[src/rtl/control_unit_pkg.sv]
// Shared CPU definitions: opcode constants, control-unit state encoding,
// instruction classes and the control strobe bundle. Imported by the control
// unit, the datapath and their benches.
package cpu_defs;

   localparam logic [4:0] OP_LD   = 5'b00000;
   localparam logic [4:0] OP_LDI  = 5'b00001;
   localparam logic [4:0] OP_ST   = 5'b00010;
   localparam logic [4:0] OP_ADD  = 5'b00011;
   localparam logic [4:0] OP_SUB  = 5'b00100;
   localparam logic [4:0] OP_AND  = 5'b00101;
   localparam logic [4:0] OP_OR   = 5'b00110;
   localparam logic [4:0] OP_SHR  = 5'b00111;
   localparam logic [4:0] OP_SHL  = 5'b01000;
   localparam logic [4:0] OP_ROR  = 5'b01001;
   localparam logic [4:0] OP_ROL  = 5'b01010;
   localparam logic [4:0] OP_ADDI = 5'b01011;
   localparam logic [4:0] OP_ANDI = 5'b01100;
   localparam logic [4:0] OP_ORI  = 5'b01101;
   localparam logic [4:0] OP_MUL  = 5'b01110;
   localparam logic [4:0] OP_DIV  = 5'b01111;
   localparam logic [4:0] OP_NEG  = 5'b10000;
   localparam logic [4:0] OP_NOT  = 5'b10001;
   localparam logic [4:0] OP_BR   = 5'b10010;
   localparam logic [4:0] OP_JR   = 5'b10011;
   localparam logic [4:0] OP_IN   = 5'b10101;
   localparam logic [4:0] OP_OUT  = 5'b10110;
   localparam logic [4:0] OP_MFHI = 5'b10111;
   localparam logic [4:0] OP_MFLO = 5'b11000;
   localparam logic [4:0] OP_NOP  = 5'b11001;
   localparam logic [4:0] OP_HALT = 5'b11010;

   typedef enum logic [3:0] {
      S_RST, S_T0, S_T1, S_T2, S_T3, S_T4, S_T5, S_T6, S_T7, S_HALT
   } cu_state_t;

   typedef enum logic [3:0] {
      C_RTYPE, C_IMM, C_MULDIV, C_UNARY, C_LDI, C_LD, C_ST, C_BR,
      C_JR, C_IN, C_OUT, C_MFHI, C_MFLO, C_NOP, C_HALT
   } instr_class_t;

   // One bit per datapath strobe; each bit means "assert for this cycle".
   typedef struct packed {
      logic Gra, Grb, Grc, Rin, Rout, BAout, Cout, PCout, PCin, IncPC;
      logic MARin, MDRin, MDRout, IRin, Yin, Zin, Zhighout, Zlowout;
      logic HIin, HIout, LOin, LOout, CONin, Inportout, Outportin;
      logic Read, Write;
   } strobes_t;

   function automatic logic [4:0] ir_opcode(input logic [31:0] ir);
      return ir[31:27];
   endfunction

endpackage

[src/rtl/control_unit_if.sv]
// Control-unit <-> datapath bundle.
// Handshake: the control unit holds Read (or Write) high each cycle until the
// cycle in which mem_ready is high; that cycle completes the access.
//   master (control unit): in IR, CON_FF, mem_ready; out strb, opcode, run, state
//   slave  (datapath):     the reverse
interface control_unit_if;
   import cpu_defs::*;

   logic [31:0] IR;
   logic        CON_FF;
   logic        mem_ready;
   strobes_t    strb;
   logic [4:0]  opcode;
   logic        run;
   cu_state_t   state;   // debug view of the FSM state

   modport master (input IR, CON_FF, mem_ready, output strb, opcode, run, state);
   modport slave  (output IR, CON_FF, mem_ready, input strb, opcode, run, state);
endinterface

[src/rtl/control_decode.sv]
// Combinational opcode -> instruction class decode.
//   op_i    : IR[31:27]
//   class_o : instruction class; unassigned opcodes decode as nop
module control_decode
   import cpu_defs::*;
(
   input  logic [4:0]   op_i,
   output instr_class_t class_o
);

   always_comb begin
      class_o = C_NOP;
      case (op_i)
         OP_ADD, OP_SUB, OP_AND, OP_OR, OP_SHR,
         OP_SHL, OP_ROR, OP_ROL:             class_o = C_RTYPE;
         OP_ADDI, OP_ANDI, OP_ORI:           class_o = C_IMM;
         OP_MUL, OP_DIV:                     class_o = C_MULDIV;
         OP_NEG, OP_NOT:                     class_o = C_UNARY;
         OP_LDI:                             class_o = C_LDI;
         OP_LD:                              class_o = C_LD;
         OP_ST:                              class_o = C_ST;
         OP_BR:                              class_o = C_BR;
         OP_JR:                              class_o = C_JR;
         OP_IN:                              class_o = C_IN;
         OP_OUT:                             class_o = C_OUT;
         OP_MFHI:                            class_o = C_MFHI;
         OP_MFLO:                            class_o = C_MFLO;
         OP_HALT:                            class_o = C_HALT;
         default:                            class_o = C_NOP;
      endcase
   end

endmodule

[src/rtl/control_unit.sv]
// Multi-cycle CPU control unit: fetch (T0-T2), execute (T3-T7), HALT.
//   Clock : rising-edge clock
//   clear : asynchronous active-low reset, forces state RST
//   bus   : IR / CON_FF / mem_ready in; strobes, ALU opcode, run, state out
// All outputs are combinational from state, IR, CON_FF and mem_ready.
module control_unit
   import cpu_defs::*;
(
   input  logic           Clock,
   input  logic           clear,
   control_unit_if.master bus
);

   cu_state_t    state_q, state_d;
   instr_class_t iclass;
   strobes_t     strb;
   logic [4:0]   op_sel;
   logic         run_sig;
   logic [4:0]   ir_op;
   logic         unused_ir;

   assign ir_op     = ir_opcode(bus.IR);
   assign unused_ir = ^bus.IR[26:0];

   control_decode u_decode (
      .op_i    (ir_op),
      .class_o (iclass)
   );

   always_ff @(posedge Clock or negedge clear) begin
      if (!clear) state_q <= S_RST;
      else        state_q <= state_d;
   end

   always_comb begin
      state_d = state_q;
      strb    = '0;
      op_sel  = OP_ADD;
      run_sig = 1'b1;
      case (state_q)
         S_RST: state_d = S_T0;
         S_T0: begin
            strb.PCout = 1'b1; strb.MARin = 1'b1; strb.IncPC = 1'b1; strb.Zin = 1'b1;
            state_d = S_T1;
         end
         S_T1: begin
            // Read/MDRin stay up while waiting; PC is only loaded on exit.
            strb.Zlowout = 1'b1; strb.Read = 1'b1; strb.MDRin = 1'b1;
            if (bus.mem_ready) begin
               strb.PCin = 1'b1;
               state_d   = S_T2;
            end
         end
         S_T2: begin
            strb.MDRout = 1'b1; strb.IRin = 1'b1;
            case (iclass)
               C_NOP:   state_d = S_T0;
               C_HALT:  state_d = S_HALT;
               default: state_d = S_T3;
            endcase
         end
         S_T3: begin
            state_d = S_T4;
            case (iclass)
               C_RTYPE, C_IMM: begin strb.Grb = 1'b1; strb.Rout = 1'b1; strb.Yin = 1'b1; end
               C_MULDIV:       begin strb.Gra = 1'b1; strb.Rout = 1'b1; strb.Yin = 1'b1; end
               C_UNARY: begin
                  strb.Grb = 1'b1; strb.Rout = 1'b1; strb.Zin = 1'b1; op_sel = ir_op;
               end
               C_LDI, C_LD, C_ST: begin strb.Grb = 1'b1; strb.BAout = 1'b1; strb.Yin = 1'b1; end
               C_BR:           begin strb.Gra = 1'b1; strb.Rout = 1'b1; strb.CONin = 1'b1; end
               C_JR:   begin strb.Gra = 1'b1; strb.Rout = 1'b1; strb.PCin = 1'b1;      state_d = S_T0; end
               C_IN:   begin strb.Inportout = 1'b1; strb.Gra = 1'b1; strb.Rin = 1'b1; state_d = S_T0; end
               C_OUT:  begin strb.Gra = 1'b1; strb.Rout = 1'b1; strb.Outportin = 1'b1; state_d = S_T0; end
               C_MFHI: begin strb.HIout = 1'b1; strb.Gra = 1'b1; strb.Rin = 1'b1;     state_d = S_T0; end
               C_MFLO: begin strb.LOout = 1'b1; strb.Gra = 1'b1; strb.Rin = 1'b1;     state_d = S_T0; end
               default: state_d = S_T0;
            endcase
         end
         S_T4: begin
            state_d = S_T5;
            case (iclass)
               C_RTYPE:  begin strb.Grc = 1'b1; strb.Rout = 1'b1; strb.Zin = 1'b1; op_sel = ir_op; end
               C_IMM:    begin strb.Cout = 1'b1; strb.Zin = 1'b1; op_sel = ir_op; end
               C_MULDIV: begin strb.Grb = 1'b1; strb.Rout = 1'b1; strb.Zin = 1'b1; op_sel = ir_op; end
               C_UNARY: begin
                  strb.Zlowout = 1'b1; strb.Gra = 1'b1; strb.Rin = 1'b1;
                  state_d = S_T0;
               end
               C_LDI, C_LD, C_ST: begin strb.Cout = 1'b1; strb.Zin = 1'b1; end  // effective address add
               C_BR:     begin strb.PCout = 1'b1; strb.Yin = 1'b1; end
               default:  state_d = S_T0;
            endcase
         end
         S_T5: begin
            state_d = S_T6;
            case (iclass)
               C_RTYPE, C_IMM, C_LDI: begin
                  strb.Zlowout = 1'b1; strb.Gra = 1'b1; strb.Rin = 1'b1;
                  state_d = S_T0;
               end
               C_MULDIV:   begin strb.Zlowout = 1'b1; strb.LOin = 1'b1; end
               C_LD, C_ST: begin strb.Zlowout = 1'b1; strb.MARin = 1'b1; end
               C_BR:       begin strb.Cout = 1'b1; strb.Zin = 1'b1; end         // branch target add
               default:    state_d = S_T0;
            endcase
         end
         S_T6: begin
            state_d = S_T0;
            case (iclass)
               C_MULDIV: begin strb.Zhighout = 1'b1; strb.HIin = 1'b1; end
               C_LD: begin
                  strb.Read = 1'b1; strb.MDRin = 1'b1;
                  state_d = bus.mem_ready ? S_T7 : S_T6;
               end
               C_ST: begin
                  strb.Gra = 1'b1; strb.Rout = 1'b1; strb.MDRin = 1'b1;
                  state_d = S_T7;
               end
               C_BR: begin
                  if (bus.CON_FF) begin strb.Zlowout = 1'b1; strb.PCin = 1'b1; end
               end
               default: state_d = S_T0;
            endcase
         end
         S_T7: begin
            state_d = S_T0;
            case (iclass)
               C_LD: begin strb.MDRout = 1'b1; strb.Gra = 1'b1; strb.Rin = 1'b1; end
               C_ST: begin
                  strb.Write = 1'b1;
                  state_d = bus.mem_ready ? S_T0 : S_T7;
               end
               default: state_d = S_T0;
            endcase
         end
         S_HALT: begin
            run_sig = 1'b0;
            state_d = S_HALT;
         end
         default: state_d = S_RST;
      endcase
   end

   assign bus.strb   = strb;
   assign bus.opcode = op_sel;
   assign bus.run    = run_sig;
   assign bus.state  = state_q;

endmodule

[src/flat_wrapper.sv]
// flat-port wrapper written by rule: the top's interface ports become plain ports
module control_unit_flat import cpu_defs::*;
  (Clock, clear, bus_IR, bus_CON_FF, bus_mem_ready, bus_strb, bus_opcode, bus_run, bus_state);
  control_unit_if bus_i ();
  input  logic Clock;
  input  logic clear;
  input wire logic [$bits(bus_i.IR)-1:0] bus_IR;
  input wire logic [$bits(bus_i.CON_FF)-1:0] bus_CON_FF;
  input wire logic [$bits(bus_i.mem_ready)-1:0] bus_mem_ready;
  output wire logic [$bits(bus_i.strb)-1:0] bus_strb;
  output wire logic [$bits(bus_i.opcode)-1:0] bus_opcode;
  output wire logic [$bits(bus_i.run)-1:0] bus_run;
  output wire logic [$bits(bus_i.state)-1:0] bus_state;
  assign bus_i.IR = bus_IR;
  assign bus_i.CON_FF = bus_CON_FF;
  assign bus_i.mem_ready = bus_mem_ready;
  assign bus_strb = bus_i.strb;
  assign bus_opcode = bus_i.opcode;
  assign bus_run = bus_i.run;
  assign bus_state = bus_i.state;
  control_unit u_core (.Clock(Clock), .clear(clear), .bus(bus_i));
endmodule
[config.mk]
export PLATFORM = sky130hd
export DESIGN_NAME = control_unit_flat
export DESIGN_NICKNAME = d
export VERILOG_FILES = /design/src/rtl/control_unit_pkg.sv /design/src/rtl/control_unit_if.sv /design/src/rtl/control_decode.sv /design/src/rtl/control_unit.sv /design/src/flat_wrapper.sv
export SDC_FILE = /design/constraint.sdc
export NUM_CORES = 1
export LEC_CHECK = 0
export CAP_MARGIN = 20
export CORE_ASPECT_RATIO = 1.75
export CORE_MARGIN = 1.5
export CORE_UTILIZATION = 38
export DETAILED_ROUTE_END_ITERATION = 10
export PLACE_DENSITY = 0.86
export SLEW_MARGIN = 20
export SYNTH_ARGS = -nofsm -noshare
export SYNTH_HDL_FRONTEND = slang
export SYNTH_SLANG_ARGS = --single-unit
[constraint.sdc]
create_clock -name Clock -period 4.75 [get_ports Clock]
set_input_delay 0.7125 -clock Clock [delete_from_list [all_inputs] [get_ports Clock]]
set_output_delay 0.7125 -clock Clock [all_outputs]
set_load 0.03 [all_outputs]
* After elaboration in Yosys (flattened, before gate mapping)
Memory sizes are Yosys's and may differ from the RTL's.
Index checks and enable logic that the tools add are counted.
** Cells by class
- Add/subtract/negate cells :: 0
- $lt $le $gt $ge :: 0
- Bitwise gates (word level) :: 0
- Equality and inequality tests :: 24
- Reductions and logical operators :: 16
- Shifts and indexed selects :: 0
- Multiply operators :: 0
- Mux-type cells :: 61
- Divide/modulo/power cells :: 0
** Operators by type and width (number)
- 4-bit case mux with 10 select lines :: 1
- 4-bit equality test (second input constant) :: 9
- 1-bit two-way mux :: 33
- 4-bit by 3-bit equality test with 1-bit output (second input constant) :: 8
- 7-bit OR reduction :: 3
- 4-bit two-way mux :: 5
- 4-bit by 2-bit equality test with 1-bit output (second input constant) :: 4
- 1-bit case mux with 2 select lines :: 8
- 4-bit case mux with 2 select lines :: 2
- 1-bit case mux with 4 select lines :: 3
- 3-bit OR reduction :: 4
- 6-bit OR reduction :: 2
- 5-bit two-way mux :: 2
- 5-bit case mux with 2 select lines :: 1
- 3-bit two-way mux :: 3
- 4-bit by 1-bit equality test with 1-bit output (second input constant) :: 2
- 4-bit zero test :: 2
- 4-bit OR reduction :: 2
- 8-bit OR reduction :: 1
- 1-bit case mux with 3 select lines :: 2
- 1-bit case mux with 5 select lines :: 1
- 2-bit OR reduction :: 2
- 2-bit != test (second input constant) :: 1
** Word-level totals
- Memory bits (writable) :: 0
- Output and inout port bits :: 37
- Register bits :: 4
- Bits in latches :: 0
- Logic and storage cells :: 103
- Input port bits :: 36
- Memories :: 1
- Bits in read-only memories :: 128
** Memories
- (name not given) :: words 32, width 4, read ports 1, clocked after Yosys merged registers in 0, write ports 0, RTL line control_decode.sv:13 : case (op_i)

* Logic depth before layout (Yosys ltp)
An unclocked memory read counts as a cell.
- Depth in word-level cells :: 5
- Depth in mapped cells :: 6
- Depth with buffers taken out :: 4

* By module
A second synthesis with hierarchy kept.
** Unflattened totals
- Cells, all modules :: 171
- Area, all modules :: 1079.8 um2
** By module, submodules not included
- control_unit :: seq. area each 100.1 um2, cells each 148, instances 1, area each 940.9 um2
- control_decode :: seq. area each 0.0 um2, cells each 23, instances 1, area each 138.9 um2

* Worst setup path before layout
Ideal clock, no wire load.
- Path kind :: in2out
- Start point :: in bus_IR[29]
- End point :: out bus_strb[10]
- Path buffers :: 3
- Cell stages on the path :: 5
- Data arrival time :: 2439 ps
- Data required time :: 4038 ps
- Setup slack :: 1598 ps
- Path through :: buf_2 -> buf_1 -> nand3_1 -> nor3_1 -> buf_4
** Between the ends
- Word-level cells in the longest chain between the ends :: 4
** RTL lines
- start, declared :: RTL line flat_wrapper.sv:7 : input wire logic [$bits(bus_i.IR)-1:0] bus_IR;
- memory 32 x 4 bit
- 4-bit by 2-bit equality test with 1-bit output
- 1-bit two-way mux (2 in series)
- end, declared :: RTL line flat_wrapper.sv:10 : output wire logic [$bits(bus_i.strb)-1:0] bus_strb;
No other way between the ends.

* Worst setup path after layout
- Start point :: in bus_IR[29]
- End point :: out bus_strb[26]
** Between the ends
- Word-level cells in the longest chain between the ends :: 5
- Elaborated cells on any way between the ends :: 22
- Classes of those cells :: eq/ne: 12; mux: 6; reduce/logical: 3; memory: 1
** RTL lines
- memory 32 x 4 bit (*)
- 4-bit equality test, or another cell as far along :: RTL line control_unit.sv:64 : case (iclass)
- 7-bit OR reduction (no line) / 3-bit OR reduction (equally long branches)
- 1-bit two-way mux (on tied branches) :: RTL line control_unit.sv:64, control_unit.sv:97
- 1-bit case mux with 5 select lines (*) :: RTL line control_unit.sv:40 : case (state_q)
Every way passes the cells marked *; elsewhere a longest branch is shown, timed or not.

==> implementation parameters <==
Parameter                              Value

Cells and area
  Seq. cell area    100 um^2
  Layout fillers    241
  End-of-flow core utilization    0.581
  Flip-flop count of the largest register after layout    4
  Number of standard cells in the final layout excluding fillers    212
  Footprint of the multi-input gates    805 um^2
  Net count reported at finish    224
  Area growth from synthesis to layout    45.0%
  Share of layout cells above drive strength 1    0.0591
  Number of antenna diodes    0

Power
  Relative contribution of sequential cells to total power    0.150
  Cell internal pwr    0.295 mW
  Combinational power share    0.736
  Sw frac    0.540
  Cell leakage power    0.564 nW
  Fraction of power consumed by the clock network    0.114
  Power per cell area    437 nW/um^2
  Worst VDD drop    0.000194 V
  P_sw    0.346 mW
  Total power    0.641 mW

Job
  Maximum capacitance violations    0

Global route
  Number of global-route vias before repair    1,270
  Initial antenna violation count    0
  Global-route wire length before repair    5.91 mm
  Global route overflow    0
  Combined global-route utilization of all metal layers    0.250
  Maximum number of pins on one net before global-route repair    22

Worst setup path
  Most frequent cell on the critical path    sky130_fd_sc_hd__clkdlybuf4s50_1
  Required time of the worst setup path    4040 ps
  Setup slack on the worst flop-to-flop path    3050 ps
  Maximum fanout along the worst path    21
  Crit path arrival time    3330 ps
  Kind of end point of the critical path    primary output
  Slowest stage cell on the critical path    sky130_fd_sc_hd__clkdlybuf4s50_1
  Startpoint of the most critical setup path    bus_IR[29]
  Reg-to-Reg End    u_core.bus.state[2]
  Worst path max stage delay    760 ps
  Cells along the critical path    clkdlybuf4s50_1 -> nor4b_1 -> a21oi_1 -> a221o_1 -> nand4_1 -> clkdlybuf4s50_1
  Worst Setup EP    bus_strb[26]
  Startpoint-to-endpoint class of the critical path    input port to primary output
  Launch instance of the worst register-to-register path    u_core.bus.state[2]
  Cell depth of the worst flop-to-flop path    4
  Startpoint types    input port

Routing
  Count of TritonRoute iterations in the first routing pass    5
  Via count    1,360
  Detail-routed net length per standard cell    17.1 um
  Vias/cell    6.42
  Iter 0 DRT Violations    107
  Post-route antenna net violation count    0
  Residual DRC    0
  Aggregate routed wire length    3.64 mm

Placement
  Placed cell count    209
  Last weighted congestion value of the routability-driven placer    0.963
  Port buffer count    45
  Post-placement setup slack    777 ps
  DP Wirelength    2.72 mm

Timing
  Maximum operating frequency    247 MHz
  Sum Neg Setup Slack    0 ps
  Measured slew at the worst slew-check pin    834 ps
  Slew Limit Fails    0
  Hold violation count in the final report    0
  Post-layout min period    4040 ps
  Largest clock skew in the final design    1.72 ps
  Worst rel slew slack    0.436
  Setup repair after global routing missed its margin    no
  Final Worst Setup Slack    708 ps
  Setup-violating endpoint count in the final report    0
  Period utilization    0.851

Clock network
  Root Buffer Master    sky130_fd_sc_hd__clkbuf_8
  Clock network latency to the later pin of the worst-skew pair    220 ps
  Maximum level of the CTS H-tree    1
  Post-CTS Repair Setup Buffers    0
  Clock transition at the registers of the reported paths    30 ps
  Hold-fix buffers at CTS    0
  Count of cells resized by post-cts repair    0
  Number of buffers between clock root and the deepest sink    2
  Clock Sink Count    4
  TritonCTS clock tree    done
  TritonCTS buffer count    3

Floorplanning
  Width of the die    42.0 um
  Floorplan row count    24
  Total die area    2990 um^2
  Placeable Area    2520 um^2
  Die outline height    71.2 um
  Starting density of the core    0.401
  Number of ports placed on the die boundary    73

Logic synthesis
  Area share of the leading cell type in the synthesized netlist    0.0990
  Cell types occupying the most area after synthesis    sky130_fd_sc_hd__dfrtp_1 (9.9%), sky130_fd_sc_hd__nand3_1 (6.9%), sky130_fd_sc_hd__a21oi_1 (4.5%), sky130_fd_sc_hd__nor2b_1 (4.3%), sky130_fd_sc_hd__nor4b_1 (4.3%)
  Adder and majority cell fraction of the synthesized area    0
  Post-synthesis instance total    153
  Number of synthesized flops with an enable pin    0
  Compound-Gate Fraction of Synth Area    0.256
  Top cells by instance count after synthesis    sky130_fd_sc_hd__nand3_1 (14), sky130_fd_sc_hd__nand2_1 (11), sky130_fd_sc_hd__nor2_1 (11), sky130_fd_sc_hd__a21oi_1 (9)
  Average instance area after synthesis    6.61 um^2
  Post-synthesis sequential area ratio    0.0990
  Main flop type after synthesis    sky130_fd_sc_hd__dfrtp_1
  Synth warnings    0
  Multiplexer fraction of the synthesized cell area    0.00990
  Largest family of logic cells by synthesized area    simple AND/OR/NAND/NOR gates
  Netlist cell types    49
  Net count after synthesis    189
  Simple-gate area share of the yosys netlist    0.512
  Largest area contributor in the synthesized netlist    sky130_fd_sc_hd__dfrtp_1
  Leading cell type by number of instances after synthesis    sky130_fd_sc_hd__nand3_1
  Xor and xnor area share after synthesis    0.0173
  Fraction of synthesis flops using an asynchronous set or reset pin    1.00
  Register bit count reported by yosys    4
  Netlist Area Pre-Place    1010 um^2

Min path
  Worst hold-check path type    input port to asynchronous set/reset pin

Run status
  Run status    finished, final reports clean
through the flow:
step | hold slack, ps | area (um^2)
6_report | 688 | 1470
3_3_place_gp | 801 | 1430
3_5_place_dp | 809 | 1430
5_1_grt | 688 | 1470
2_1_floorplan | 417 | 1010
4_1_cts | 692 | 1470
worst max-delay path, delay by kind of cell:
kind	cells	cell delay [ps]
AOI/OAI and AO/OA	2	410
buffers and inverters	2	1430
and+or+nand+nor	2	770
placed cells by master (no fill, tap or decap), drive strengths merged, types with 3 or more instances in the layout:
master / synthesis / final
a21oi: 9 / 9
a31oi: 3 / 3
and3: 5 / 5
clkbuf: 7 / 3
clkdlybuf4s50: 0 / 45
dfrtp: 4 / 4
inv: 5 / 5
nand2: 11 / 11
nand3: 14 / 14
nand4: 5 / 5
nor2: 11 / 11
nor2b: 7 / 7
nor3: 5 / 5
nor3b: 4 / 4
nor4b: 5 / 5
o21ai: 6 / 6
cells by family after synthesis:
kind of cell,after synthesis
flops,4
xor+xnor,2
buf+inv,23
mux,1
simple gates,86
compound gates,37
power groups by stage:
stage	combinational, mW	sequential [mW]	clock (mW)
2_1_floorplan	0.296	0.0877	0
3_3_place_gp	0.463	0.0915	0
3_5_place_dp	0.469	0.0944	0
4_1_cts	0.470	0.0936	0.0727
5_1_grt	0.494	0.0992	0.0763
6_report	0.472	0.0962	0.0729
final cells by class:
| type | instances | area share |
|---|---|---|
| clock buffer | 3 | 0.0282 |
| inverter | 6 | 0.0154 |
| multi-input combinational | 126 | 0.549 |
| sequential | 4 | 0.0683 |
| tap | 26 | 0.0222 |
| timing repair buffer | 47 | 0.317 |
worst min path at each step:
stage / start / to / slack [ps] / cells past startpoint
global route: clear / u_core.bus.state[0] / 690 / 1
CTS: clear / u_core.bus.state[0] / 690 / 1
detailed placement: u_core.bus.state[3] / u_core.bus.state[3] / 810 / 2
floorplan: clear / u_core.bus.state[0] / 420 / 0
finish: clear / u_core.bus.state[0] / 690 / 1
global placement: u_core.bus.state[3] / u_core.bus.state[3] / 800 / 2
metal layers:
| metal | global-route usage | routed length, um | up-vias |
|---|---|---|---|
| li1 | - | - | 641 |
| met1 | 0.274 | 1310 | 617 |
| met2 | 0.438 | 1940 | 84 |
| met3 | 0.0302 | 248 | 18 |
| met4 | 0.168 | 133 | 0 |
| met5 | 0 | 0 | - |
Note: power is estimated with default switching activity, not from simulation.
